`src/rtl/regfile_pkg.sv`:
```
// Shared constants and state encoding for the register-file dump reader.
package regfile_pkg;

    localparam int unsigned DATA_W = 8;
    localparam int unsigned ADDR_W = 4;

    typedef enum logic [1:0] {
        IDLE = 2'd0,
        LOAD = 2'd1,
        SEND = 2'd2,
        DONE = 2'd3
    } dump_state_t;

endpackage

```
`src/rtl/regfile_dump_reader.sv`:
```
// Walks a register-file address range through one read port and streams each
// value out as a valid/ready beat, accumulating a mod-2**W checksum.
module regfile_dump_reader
    import regfile_pkg::*;
#(
    parameter int unsigned W = DATA_W,
    parameter int unsigned A = ADDR_W
) (
    input  logic         Clk,
    input  logic         Reset,
    input  logic         Start,
    input  logic [A-1:0] StartAddr,
    input  logic [A-1:0] EndAddr,
    output logic [A-1:0] RegAddr,
    input  logic [W-1:0] RegData,
    output logic         DumpValid,
    input  logic         DumpReady,
    output logic [W-1:0] DumpData,
    output logic [A-1:0] DumpAddr,
    output logic         DumpLast,
    output logic         Busy,
    output logic         Done,
    output logic [W-1:0] Checksum
);

    dump_state_t  state_q, state_d;
    logic [A-1:0] ptr_q, ptr_d;
    logic [A-1:0] end_q, end_d;
    logic [W-1:0] data_q, data_d;
    logic [A-1:0] addr_q, addr_d;
    logic         last_q, last_d;
    logic [W-1:0] csum_q, csum_d;
    logic         valid_q, valid_d;
    logic         busy_q, busy_d;
    logic         done_q, done_d;

    always_ff @(posedge Clk) begin
        if (Reset) begin
            state_q <= IDLE;
            ptr_q   <= '0;
            end_q   <= '0;
            data_q  <= '0;
            addr_q  <= '0;
            last_q  <= 1'b0;
            csum_q  <= '0;
            valid_q <= 1'b0;
            busy_q  <= 1'b0;
            done_q  <= 1'b0;
        end else begin
            state_q <= state_d;
            ptr_q   <= ptr_d;
            end_q   <= end_d;
            data_q  <= data_d;
            addr_q  <= addr_d;
            last_q  <= last_d;
            csum_q  <= csum_d;
            valid_q <= valid_d;
            busy_q  <= busy_d;
            done_q  <= done_d;
        end
    end

    // Next-state and datapath; status flags are registered from the next state
    always_comb begin
        state_d = state_q;
        ptr_d   = ptr_q;
        end_d   = end_q;
        data_d  = data_q;
        addr_d  = addr_q;
        last_d  = last_q;
        csum_d  = csum_q;

        unique case (state_q)
            IDLE: begin
                if (Start) begin
                    ptr_d   = StartAddr;
                    end_d   = EndAddr;
                    csum_d  = '0;
                    state_d = LOAD;
                end
            end
            LOAD: begin
                data_d  = RegData;
                addr_d  = ptr_q;
                last_d  = (ptr_q == end_q);
                state_d = SEND;
            end
            SEND: begin
                if (DumpReady) begin
                    csum_d = W'(csum_q + data_q);
                    if (last_q) begin
                        state_d = DONE;
                    end else begin
                        ptr_d   = A'(ptr_q + A'(1));
                        state_d = LOAD;
                    end
                end
            end
            DONE: begin
                state_d = IDLE;
            end
            default: begin
                state_d = IDLE;
            end
        endcase

        valid_d = (state_d == SEND);
        busy_d  = (state_d != IDLE);
        done_d  = (state_d == DONE);
    end

    assign RegAddr   = ptr_q;
    assign DumpValid = valid_q;
    assign DumpData  = data_q;
    assign DumpAddr  = addr_q;
    assign DumpLast  = last_q;
    assign Busy      = busy_q;
    assign Done      = done_q;
    assign Checksum  = csum_q;

endmodule

```
`config.mk`:
```
export PLATFORM = sky130hd
export DESIGN_NAME = regfile_dump_reader
export DESIGN_NICKNAME = d
export VERILOG_FILES = /design/src/rtl/regfile_pkg.sv /design/src/rtl/regfile_dump_reader.sv
export SDC_FILE = /design/constraint.sdc
export NUM_CORES = 1
export LEC_CHECK = 0
export BUFFER_PORTS_ARGS = -buffer_cell sky130_fd_sc_hd__clkbuf_2
export CORE_MARGIN = 5
export CORE_UTILIZATION = 48
export DETAILED_ROUTE_END_ITERATION = 10
export PLACE_DENSITY = 0.75
export SETUP_SLACK_MARGIN = 0.02
export SLEW_MARGIN = 30
export SYNTH_ARGS = -nofsm -noshare
export SYNTH_HDL_FRONTEND = slang
export SYNTH_SLANG_ARGS = --single-unit
```
`constraint.sdc`:
```
create_clock -name Clk -period 5.5 [get_ports Clk]
set_clock_uncertainty 0.15 [all_clocks]
set_input_delay 0.825 -clock Clk [delete_from_list [all_inputs] [get_ports Clk]]
set_output_delay 0.825 -clock Clk [all_outputs]
set_load 0.03 [all_outputs]
```
==> metrics.md <==
| Metric | Value |
|---|---|
| Placeable Area | 3340 um2 |
| Post-DRT Antenna Nets | 0 |
| First-pass DRT Iterations | 4 |
| Area of the die | 4700 um2 |
| CTS tree | yes |
| Post-synthesis cell type count | 41 |
| Arr. time, crit path | 2.34 ns |
| HP Start | DumpAddr[2] |
| CP peak stage delay | 0.48 ns |
| Nature of the critical path endpoint | flip-flop |
| Number of antenna violations at the first check in global routing | 0 |
| Warnings from Yosys | 0 |
| Worst-case clock buffer depth | 2 |
| Syn_nets | 222 |
| Power Density | 271 nW/um2 |
| Worst r2r src | Checksum[1] |
| Final std cells w/o fill | 284 |
| Cell Area, Synth | 1650 um2 |
| Max Fclk | 444 MHz |
| Layout fillers | 339 |
| Final wirelength | 3770 um |
| Max-Slew Margin vs Limit | 54.7% |
| Critical Path, Cell by Cell | ha_1 > a211oi_2 > nor3_1 > or4_1 > o211ai_1 > mux2_1 |
| Crit-path max FO | 4 |
| Largest net degree at the start of global routing | 37 |
| First-pass GRT wire length | 6450 um |
| Die height | 68.6 um |
| Mapped Cells | 193 |
| Final #Nets | 266 |
| Inst Count DP | 276 |
| Initial Utilization | 49.4% |
| Clock power share | 33.3% |
| Most common flop cell mapped by yosys | dfxtp_1 |
| Crit-path slowest cell | or4_1 |
| Reg clk slew, reported paths | 0.10 ns |
| Ant. Diodes | 0 |
| Final setup TNS | 0 ns |
| Postcts setup bufs | 0 |
| Bufs and invs on worst path | 0 |
| CP Class | reg2reg |
| HP Class | reg2reg |
| Area grow syn2layout | 19.4% |
| Top post-synthesis cells by area | dfxtp_1 (41%), nand2_1 (8.4%), a21oi_1 (6.7%) |
| Most frequent cell after synthesis | nand2_1 |
| Post-route design area | 1970 um2 |
| Layout cells sized above 1 | 25.2% |
| Post-synth EDFFs | 0 |
| Root buffer cell | clkbuf_4 |
| Largest area contributor in the netlist | dfxtp_1 |
| Internal | 385 uW |
| GRT overflow | 0 |
| Setup-failing EPs final | 0 |
| Port-buffer cells | 47 |
| Net Switching | 149 uW |
| Hold-fix buffers, CTS | 0 |
| Tot GR Track Use | 18.2% |
| Worst VDD drop | 0.000159 V |
| Hold Vio Cnt, Final | 0 |
| Placed Instance Area | 1890 um2 |
| Worst setup path startpoint | Checksum[1] |
| GPL Wtd Cong | 0.778 |
| DIE WIDTH | 68.6 um |
| # IOs | 48 |
| CP top delay family | simple AND/OR/NAND/NOR gates |
| DRT iter0 DRCs | 63 |
| Synth Register Bits | 34 |
| # clock sinks | 34 |
| Crit start category | flip-flop |
| Leakage power | 0.000897 uW |
| FF+latch area | 681 um2 |
| Sequential-to-total area share from yosys stat | 41.3% |
| Placement Setup Slack | 3.13 ns |
| Final Max Tran Viols | 0 |
| Worst skew pair latency | 0.34 ns |
| Detail-routed net length per standard cell | 13.3 um |
| Post_cts resized | 0 |
| Multi-input gate area | 912 um2 |
| Synth top cells by count | nand2_1 (37), dfxtp_1 (34), a21oi_1 (22) |
| HPWL Detailed | 2790 um |
| Yosys top cell area share | 41.3% |
| Vias per cell | 5.17 |
| Syn Area/Cell | 8.54 um2 |
| Worst Slack Setup Final | 3.25 ns |
| Worst-margin pin slew | 0.679 ns |
| Outcome | finished, final reports clean |
| Reg power frac | 50.8% |
| Min Clock Period, post-route | 2.25 ns |
| CTS Buf Count | 5 |
| Net Sw Frac | 27.8% |
| DRC viols | 0 |
| H-tree depth | 2 |
| Vias in the first global route | 1,436 |
| Via Count | 1,468 |
| Data required time of the critical path | 5.58 ns |
| FFs w/ async S/R, synth | 0% |
| RSZ-0062 raised after global routing | false |
| Max-Cap Viols | 0 |
| Comb power frac | 15.9% |
| Final Cycle Share | 41.0% |
| Final Total Pwr | 534 uW |
| Site Rows | 21 |
## power groups by stage
stage / Combinational, uW / Clock (uW) / Sequential, uW
3_5_place_dp: 85.4 / 0 / 277
5_1_grt: 95.0 / 192 / 274
6_report: 84.7 / 178 / 271
3_3_place_gp: 84.1 / 0 / 277
2_1_floorplan: 47.4 / 0 / 290
4_1_cts: 85.6 / 181 / 272
## cells in the final DEF, fill, tap and decap left out, types with 2 or more instances in the layout
cell | synthesis | routed
nand2b_1 | 2 | 2
xnor2_1 | 3 | 3
nor3_1 | 3 | 3
a21oi_1 | 22 | 22
o21ai_0 | 7 | 7
or4_1 | 2 | 2
nand3_1 | 5 | 5
ha_1 | 8 | 8
clkbuf_4 | 0 | 5
nor2b_1 | 3 | 2
nor2_1 | 16 | 16
dfxtp_1 | 34 | 34
a21o_1 | 3 | 3
xor2_1 | 4 | 4
mux2i_1 | 7 | 7
clkbuf_1 | 7 | 2
clkbuf_2 | 0 | 47
nand3b_1 | 3 | 3
nand2_1 | 37 | 37
a22oi_1 | 2 | 2
inv_1 | 2 | 2
a211oi_2 | 2 | 2
## worst register-to-register path, cell delays in order, from the launching register on
cell	delay (ns)
dfxtp_1	0.44
ha_1	0.29
a211oi_2	0.24
nor3_1	0.11
or4_1	0.48
o211ai_1	0.10
mux2_1	0.34
## registers in the layout, indices dropped and copies added, names as in the netlist
name	count
Checksum	8
DumpValid	1
DumpData	8
Busy	1
Done	1
DumpLast	1
RegAddr	4
DumpAddr	4
state_q	2
end_q	4
## through the flow
step	hold WS (ns)	utilization, %
final	0.311	59.0
after CTS	0.314	59.0
after global routing	0.348	59.0
after global placement	0.297	56.7
after detailed placement	0.300	56.7
after floorplan	0.330	-
## final timing paths
check	endpoint	slack (ns)	depth (start not counted)
worst max-delay path	Checksum[7]	3.25	6
worst min-delay path	DumpAddr[2]	0.31	2
worst max register to register	Checksum[7]	3.25	6
worst min register to register	DumpAddr[2]	0.31	2
## logic make-up after synthesis
kind of cell / synth area share [%]
muxes: 4.94
buffers and inverters: 3.49
and+or+nand+nor: 23.2
xor gates and xnor gates: 3.72
AOI/OAI and AO/OA: 16.0
adders and majority gates: 7.29
DFF: 41.3
## layer usage
layer	part of all wire [%]	wire length [um]	GRT usage, %	vias up
li1	-	-	-	755
met1	46	1730	23.3	661
met2	46	1730	28.2	46
met3	6.6	249	6.16	6
met4	1.5	55	6.70	0
met5	0	0	0	-
## final cells by class
type,instances,area share [%]
Tap cell,46,2.92
Multi-Input combinational cell,147,46.3
Clock buffer,7,2.29
Timing Repair Buffer,47,12.0
Clock inverter,1,1.53
Sequential cell,34,34.6
Inverter,2,0.381
Note: power is estimated with default switching activity, not from simulation.
